**src/rtl/priv_trap_ctrl.sv**
```systemverilog
// Machine-mode trap/return/WFI sequencer: prioritises exceptions and interrupts, latches the trap CSRs,
// waits for the pipeline to drain and then issues a one-cycle redirect. Optional macro VECTORED_TRAP_EN.
module priv_trap_ctrl (
  input  logic        clk,
  input  logic        rst,
  input  logic        fault_insn,
  input  logic        mal_insn,
  input  logic        illegal_insn,
  input  logic        breakpoint,
  input  logic        env,
  input  logic        mal_l,
  input  logic        fault_l,
  input  logic        mal_s,
  input  logic        fault_s,
  input  logic        prot_fault_i,
  input  logic        prot_fault_l,
  input  logic        prot_fault_s,
  input  logic        ret,
  input  logic        wfi,
  input  logic        pipe_clear,
  input  logic [31:0] epc,
  input  logic [31:0] badaddr,
  input  logic [31:0] mtvec,
  input  logic        timer_int,
  input  logic        soft_int,
  input  logic        ext_int,
  input  logic        irq_en,
  output logic [31:0] priv_pc,
  output logic        insert_pc,
  output logic        intr,
  output logic [31:0] mepc_q,
  output logic [31:0] mcause_q,
  output logic [31:0] mtval_q,
  output logic        wfi_stall,
  output logic        trap_taken
);

  typedef enum logic [1:0] {
    IDLE       = 2'd0,
    WAIT_CLEAR = 2'd1,
    REDIRECT   = 2'd2,
    WFI_SLEEP  = 2'd3
  } state_t;

  state_t      state_r;
  state_t      state_next_s;
  logic [31:0] target_r;

  logic        exc_s;
  logic [4:0]  exc_code_s;
  logic        irq_pend_s;
  logic [4:0]  irq_code_s;
  logic        irq_take_s;
  logic        trap_s;
  logic [4:0]  code_s;
  logic [31:0] vec_off_s;
  logic [31:0] target_s;
  logic [31:0] tval_s;

  // Breakpoint and environment calls carry no faulting address.
  function automatic logic code_has_tval(input logic [4:0] code);
    case (code)
      5'd0, 5'd1, 5'd2, 5'd4, 5'd5, 5'd6, 5'd7: code_has_tval = 1'b1;
      default:                                 code_has_tval = 1'b0;
    endcase
  endfunction

  // Exception and interrupt priority encoders plus trap target selection
  always_comb begin
    exc_s      = 1'b1;
    exc_code_s = 5'd0;
    if (fault_insn || prot_fault_i)    exc_code_s = 5'd1;
    else if (mal_insn)                 exc_code_s = 5'd0;
    else if (illegal_insn)             exc_code_s = 5'd2;
    else if (breakpoint)               exc_code_s = 5'd3;
    else if (env)                      exc_code_s = 5'd11;
    else if (mal_l)                    exc_code_s = 5'd4;
    else if (fault_l || prot_fault_l)  exc_code_s = 5'd5;
    else if (mal_s)                    exc_code_s = 5'd6;
    else if (fault_s || prot_fault_s)  exc_code_s = 5'd7;
    else                               exc_s      = 1'b0;

    irq_pend_s = 1'b1;
    irq_code_s = 5'd0;
    if (ext_int)        irq_code_s = 5'd11;
    else if (soft_int)  irq_code_s = 5'd3;
    else if (timer_int) irq_code_s = 5'd7;
    else                irq_pend_s = 1'b0;

    irq_take_s = irq_en && irq_pend_s && !exc_s && !ret;
    trap_s     = exc_s || irq_take_s;
    code_s     = exc_s ? exc_code_s : irq_code_s;

`ifdef VECTORED_TRAP_EN
    if (irq_take_s && (mtvec[1:0] == 2'b01)) begin
      vec_off_s = {25'd0, code_s, 2'b00};
    end else begin
      vec_off_s = 32'd0;
    end
`else
    vec_off_s = 32'd0;
`endif
    // Masking (rather than slicing) keeps the mode bits part of the expression in both builds.
    target_s = (mtvec & 32'hFFFF_FFFC) + vec_off_s;
    tval_s   = (exc_s && code_has_tval(exc_code_s)) ? badaddr : 32'd0;
  end

  // Next-state decode; request inputs only matter while IDLE
  always_comb begin
    state_next_s = state_r;
    case (state_r)
      IDLE: begin
        if (trap_s)     state_next_s = WAIT_CLEAR;
        else if (ret)   state_next_s = WAIT_CLEAR;
        else if (wfi)   state_next_s = WFI_SLEEP;
        else            state_next_s = IDLE;
      end
      WAIT_CLEAR: begin
        if (pipe_clear) state_next_s = REDIRECT;
        else            state_next_s = WAIT_CLEAR;
      end
      REDIRECT:         state_next_s = IDLE;
      WFI_SLEEP: begin
        if (timer_int || soft_int || ext_int) state_next_s = IDLE;
        else                                  state_next_s = WFI_SLEEP;
      end
      default:          state_next_s = IDLE;
    endcase
  end

  // State register and registered outputs, decoded from the state being entered
  always_ff @(posedge clk) begin
    if (rst) begin
      state_r    <= IDLE;
      trap_taken <= 1'b0;
      intr       <= 1'b0;
      insert_pc  <= 1'b0;
      priv_pc    <= 32'd0;
      wfi_stall  <= 1'b0;
    end else begin
      state_r    <= state_next_s;
      trap_taken <= (state_r == IDLE) && trap_s;
      intr       <= (state_next_s == WAIT_CLEAR);
      insert_pc  <= (state_next_s == REDIRECT);
      priv_pc    <= (state_next_s == REDIRECT) ? target_r : 32'd0;
      wfi_stall  <= (state_next_s == WFI_SLEEP);
    end
  end

  // Trap CSRs and the redirect target, captured only when a request is accepted in IDLE
  always_ff @(posedge clk) begin
    if (rst) begin
      mepc_q   <= 32'd0;
      mcause_q <= 32'd0;
      mtval_q  <= 32'd0;
      target_r <= 32'd0;
    end else if ((state_r == IDLE) && trap_s) begin
      mepc_q   <= epc;
      mcause_q <= {irq_take_s, 26'd0, code_s};
      mtval_q  <= tval_s;
      target_r <= target_s;
    end else if ((state_r == IDLE) && ret) begin
      target_r <= mepc_q;
    end
  end

endmodule

```
**config.mk**
```make
export PLATFORM = sky130hd
export DESIGN_NAME = priv_trap_ctrl
export DESIGN_NICKNAME = d
export VERILOG_FILES = /design/src/rtl/priv_trap_ctrl.sv
export SDC_FILE = /design/constraint.sdc
export NUM_CORES = 1
export LEC_CHECK = 0
export ABC_CLOCK_PERIOD_IN_PS = 2000
export BUFFER_PORTS_ARGS = -buffer_cell sky130_fd_sc_hd__buf_2
export CAP_MARGIN = 20
export CORE_ASPECT_RATIO = 0.6
export CORE_MARGIN = 3
export CORE_UTILIZATION = 43
export DETAILED_ROUTE_END_ITERATION = 12
export HOLD_SLACK_MARGIN = 0.02
export PLACE_DENSITY = 0.73
export SLEW_MARGIN = 20
export SYNTH_ARGS = -nofsm -noshare
export SYNTH_HDL_FRONTEND = slang
export SYNTH_SLANG_ARGS = --single-unit
```
**constraint.sdc**
```tcl
create_clock -name clk -period 2 [get_ports clk]
set_clock_uncertainty 0.2 [all_clocks]
set_input_delay 0 -clock clk [delete_from_list [all_inputs] [get_ports clk]]
set_output_delay 0 -clock clk [all_outputs]
set_load 0.02 [all_outputs]
```
# After elaboration in Yosys (flattened, before gate mapping)
# Index checks and enable logic that the tools add are counted.
[classes] add_sub_neg=0 mul=0 div=0 n_lt_le_gt_ge=0 eq_ne=12 shift=0 muxes=35 n_bitwise=1 reduce_logical=20
[ops] op="$mux W32" count=3
[ops] op="$mux W4" count=6
[ops] op="$eq A5 B3 Y1 const B" count=4
[ops] op="$mux W3" count=6
[ops] op="$mux W1" count=13
[ops] op="$mux W2" count=5
[ops] op="$eq A2 B2 Y1 const B" count=4
[ops] op="$pmux W2 S4" count=1
[ops] op="$reduce_or A7 Y1" count=1
[ops] op="$logic_and A1 B1 Y1" count=6
[ops] op="$logic_or A1 B1 Y1" count=6
[ops] op="$eq A5 B1 Y1 const B" count=1
[ops] op="$eq A5 B2 Y1 const B" count=1
[ops] op="$logic_not A5 Y1" count=1
[ops] op="$mux W5" count=1
[ops] op="$eq A2 B1 Y1 const B" count=2
[ops] op="$reduce_or A2 Y1" count=2
[ops] op="$logic_not A1 Y1" count=2
[ops] op="$logic_not A2 Y1" count=1
[ops] op="$reduce_bool A2 Y1" count=1
[ops] op="$not A1 Y1" count=1
[totals] register_bits=140 latch_bits=0 ram_bits=0 mem_bits_ro=0 out_inout_bits=132 elab_cells=79 n_memories=0

# Depth between registers and ports, before layout
[logic_depth] depth_word=19 depth_mapped=7

# Worst setup path after synthesis
# No wires, ideal clock.
[synth_path] path_type="input to register" startpoint="in illegal_insn" endpoint="reg mtval_q[10]" setup_time_ns=0.072 t_arrival_ns=1.830 t_required_ns=1.728 slack_ns=-0.101 cell_stages=7 cell_sequence="or4_1 buf_2 or4_4 o21ai_4 buf_6 buf_8 mux2i_1"
[synth_via] elab_chain_len=8 elab_cells_between_ends=22
[synth_lines] item="start, declared" line_no="8" text="input logic illegal_insn,"
[synth_lines] item="$mux W4 or $mux W1 (tied branches)" line_no="74" text="else if (illegal_insn) exc_code_s = 5'd2;"
[synth_lines] item="$mux W4 or $mux W1 (tied branches)" line_no="73" text="else if (mal_insn) exc_code_s = 5'd0;"
[synth_lines] item="$mux W4 or $mux W1 (tied branches)" line_no="72" text="if (fault_insn || prot_fault_i) exc_code_s = 5'd1;"
[synth_lines] item="$eq A5 B1 Y1 (tied with other cells)" line_no="62" text="case (code)"
[synth_lines] item="$reduce_or A7 Y1 or $logic_and A1 B1 Y1 (tied branches)" line_no="62, 90"
[synth_lines] item="$mux W1 or $logic_and A1 B1 Y1 (tied branches)" line_no="62, 90"
[synth_lines] item="$logic_and A1 B1 Y1 or $logic_or A1 B1 Y1 (tied branches)" line_no="105, 91"
[synth_lines] item="$mux W32 or $logic_and A1 B1 Y1 (tied branches)" line_no="105, 157"
[synth_lines] item="end signal, assigned" line_no="160" text="mtval_q <= tval_s;"
[synth_lines] item="end, declared" line_no="33" text="output logic [31:0] mtval_q,"
# Several ways; a longest one is shown, not always the timed one.
# A chain may end at the register's enable or synchronous reset.

# Final worst setup path
[layout_path] startpoint="in env" endpoint="reg mtval_q[27]"
[layout_via] elab_chain_len=10 elab_cells_between_ends=26
[layout_lines] item="start, declared" line_no="10" text="input logic env,"
[layout_lines] item="$mux W4 or $mux W1 (tied branches)" line_no="76" text="else if (env) exc_code_s = 5'd11;"
[layout_lines] item="$mux W4 or $mux W1 (tied branches)" line_no="75" text="else if (breakpoint) exc_code_s = 5'd3;"
[layout_lines] item="$mux W4 or $mux W1 (tied branches)" line_no="74"
[layout_lines] item="$mux W4 or $mux W1 (tied branches)" line_no="73"
[layout_lines] item="$mux W4 or $mux W1 (tied branches)" line_no="72"
[layout_lines] item="$eq A5 B1 Y1 (tied with other cells)" line_no="62"
[layout_lines] item="$reduce_or A7 Y1 or $logic_and A1 B1 Y1 (tied branches)" line_no="62, 90"
[layout_lines] item="$mux W1 or $logic_and A1 B1 Y1 (tied branches)" line_no="62, 90"
[layout_lines] item="$logic_and A1 B1 Y1 or $logic_or A1 B1 Y1 (tied branches)" line_no="105, 91"
[layout_lines] item="$mux W32 or $logic_and A1 B1 Y1 (tied branches)" line_no="105, 157"
# Several ways; a longest one is shown, not always the timed one.

==> out/qor.yml <==
portBuffers: 219
synth_ff_type: "dfxtp_1"
cp_data_arrival_time_ns: 2.11
worst_pin_slew_ns: 0.524
cts_sinks: 139
critPathRequiredTime_ns: 2.13
syn_avg_cell_area_um2: 9.34
h-tree-depth: 4
routed_wirelength_um: 20400
grt.overflow.total: 0
p_per_area_nw_per_um2: 854
post_synth_xor_area_fraction_pct: 0
drtIter0Drc: 402
grt_first_pass_wirelength_um: 30300
end_kind: "register"
yosys.area_share.simple_pct: 13.9
dr.pass1.iters: 5
cts_buffer_depth: 2
fin_area_um2: 9280
yosysTopAreaCellShare_pct: 46.6
timing.fmax_ghz: 0.507
reg2reg_slack_ns: 0.09
finalCriticalPeriod_ns: 1.97
crit_type: "primary input to register"
synth_area_leader_cell: "dfxtp_1"
syn_inst: 639
core_um2: 13200
synth-edff-count: 0
finalHoldViolations: 1
timing.final.crit_share_pct: 98.6
cts.clk_slew.worst_paths_ns: 0.06
start_kind: "primary input"
fin_util_pct: 70.2
row_count: 32
gp_congestion: 0.783
grt_usage_pct: 24.8
drc_errors: 0
vdd_drop_max_uv: 455
max_cap_violations: 0
setup_violations: 0
grt_pass1_vias: 5763
antenna_found_initial: 1
cts_tree: "yes"
async_flop_share_pct: 0
synth_top_family_by_area: "multiplexers"
insertion_delay_ns: 0.41
worst_slack_ns: 0.0283
synthTopCellsByArea: "dfxtp_1 (47%), mux2i_1 (16%), nand2_1 (8.3%)"
p_leak_nw: 4.20
synth-adder-area-share_pct: 0
start_util_pct: 45.2
synth.lib_cells_used.distinct: 37
synth-compound-area-share_pct: 14.5
status: "finished with violations"
nNetsFinal: 1092
cp_max_fo: 22
cts_inserted_buffers: 17
drive_gt1_share_pct: 32.5
maxSlewHeadroom_pct: 64.8
violations: "hold timing"
worst_hold_slack_ns: -0.0347
clock-root-buffer: "clkbuf_16"
syn_to_final_growth_pct: 55.5
ys_seq_area_share_pct: 46.6
dp_slack_ns: -0.179
slew_viol_final: 0
grt_max_degree: 81
die_h_um: 97.3
num_io_pins: 249
dieArea_um2: 15400
wl_per_cell_um: 17.6
num_vias: 5999
via_per_inst: 5.18
ys_warn_count: 0
ant_nets: 0
fp.dieW_um: 158
synth_area_um2: 5970
dpl_cell_area_um2: 7370
setup_tns_ns: 0
synth-seq-cells: 139
hpwl_um: 12700
synth_mux_area_share_pct: 16.6
hp-class: "primary input to register"
==> per-layer routing <==
| layer | vias to the layer above | GRT usage, % | share of wire (%) |
|---|---|---|---|
| met2 | 264 | 39.3 | 46 |
| met3 | 47 | 7.57 | 8.1 |
| li1 | 2894 | - | - |
| met5 | - | 0 | 0 |
| met1 | 2794 | 32.3 | 44 |
| met4 | 0 | 7.73 | 2.3 |
==> cell usage in the layout, fill, tap and decap left out, types with 4 or more instances in the layout <==
| master | Yosys | final |
|---|---|---|
| o211ai_1 | 35 | 35 |
| buf_12 | 0 | 8 |
| buf_4 | 27 | 34 |
| nor3_1 | 37 | 33 |
| dlygate4sd3_1 | 0 | 111 |
| nor3_2 | 0 | 4 |
| a211oi_1 | 60 | 58 |
| dfxtp_1 | 139 | 139 |
| mux2i_1 | 97 | 97 |
| nor2_1 | 8 | 8 |
| buf_2 | 7 | 218 |
| bufinv_16 | 0 | 4 |
| conb_1 | 1 | 27 |
| clkbuf_16 | 0 | 20 |
| a21oi_1 | 7 | 5 |
| nand2_1 | 132 | 132 |
==> kinds of logic after synthesis <==
group | count (synthesis)
AOI/OAI and AO/OA | 117
buffers and inverters | 91
DFF | 139
muxes | 99
other | 1
and+or+nand+nor | 192
==> sequential cells by signal (all words and copies together) (netlist names) <==
register,count
intr,1
target_r,32
priv_pc,32
mepc_q,32
insert_pc,1
mtval_q,32
wfi_stall,1
trap_taken,1
mcause_q,5
state_r,2
==> power breakdown <==
group | total [mW] | internal, mW | switching (mW) | leakage, nW
clock | 3.38 | 2.13 | 1.25 | 0.307
sequential | 3.07 | 2.95 | 0.114 | 1.14
combinational | 1.48 | 0.665 | 0.815 | 2.75
==> cell usage after synthesis (3+ instances only) <==
cell,count
or3_1,3
nand2_1,132
nor2_1,8
buf_4,27
o211ai_1,35
a211oi_1,60
mux2i_1,97
buf_8,3
inv_1,3
a31oi_1,3
dfxtp_1,139
a21oi_1,7
nor3_1,37
o21ai_0,3
clkbuf_1,49
buf_2,7
==> layout make-up <==
type	instances	area, um^2
clock inverter	13	190
timing repair buffer	378	2740
tap	170	213
sequential	139	2780
fill	994	3930
multi-input combinational	435	2900
inverter	4	17.5
clock buffer	18	439
antenna	1	2.50
==> what timing repair did <==
action	in CTS	in global routing
endpoints found under the hold margin	101	2
hold buffers	111	1
endpoints found under the setup margin	0	76
gates resized for setup	0	12
setup buffers	0	3
==> through the flow <==
stage / power, mW / cells
5_1_grt: 8.22 / 1158
3_5_place_dp: 4.34 / 1008
4_1_cts: 7.87 / 1150
2_1_floorplan: 3.92 / 665
6_report: 7.93 / 1158
3_3_place_gp: 4.32 / 1008
==> critical path, cell delays in order <==
cell	delay [ns]
dlygate4sd3_1	0.57
or2_4	0.26
or4_4	0.51
o21ai_4	0.20
buf_4	0.15
clkbuf_16	0.20
mux2i_1	0.20
==> path summary, 6_finish.rpt <==
path                              startpoint      endpoint  cells past startpoint
worst max register to register    state_r[0]   priv_pc[19]                      5
worst min register to register  target_r[23]   priv_pc[23]                      2
worst max-delay path                     env   mtval_q[27]                      7
worst min-delay path                mal_insn  mcause_q[31]                      5
No activity file was read; power rests on OpenSTA's default activity.
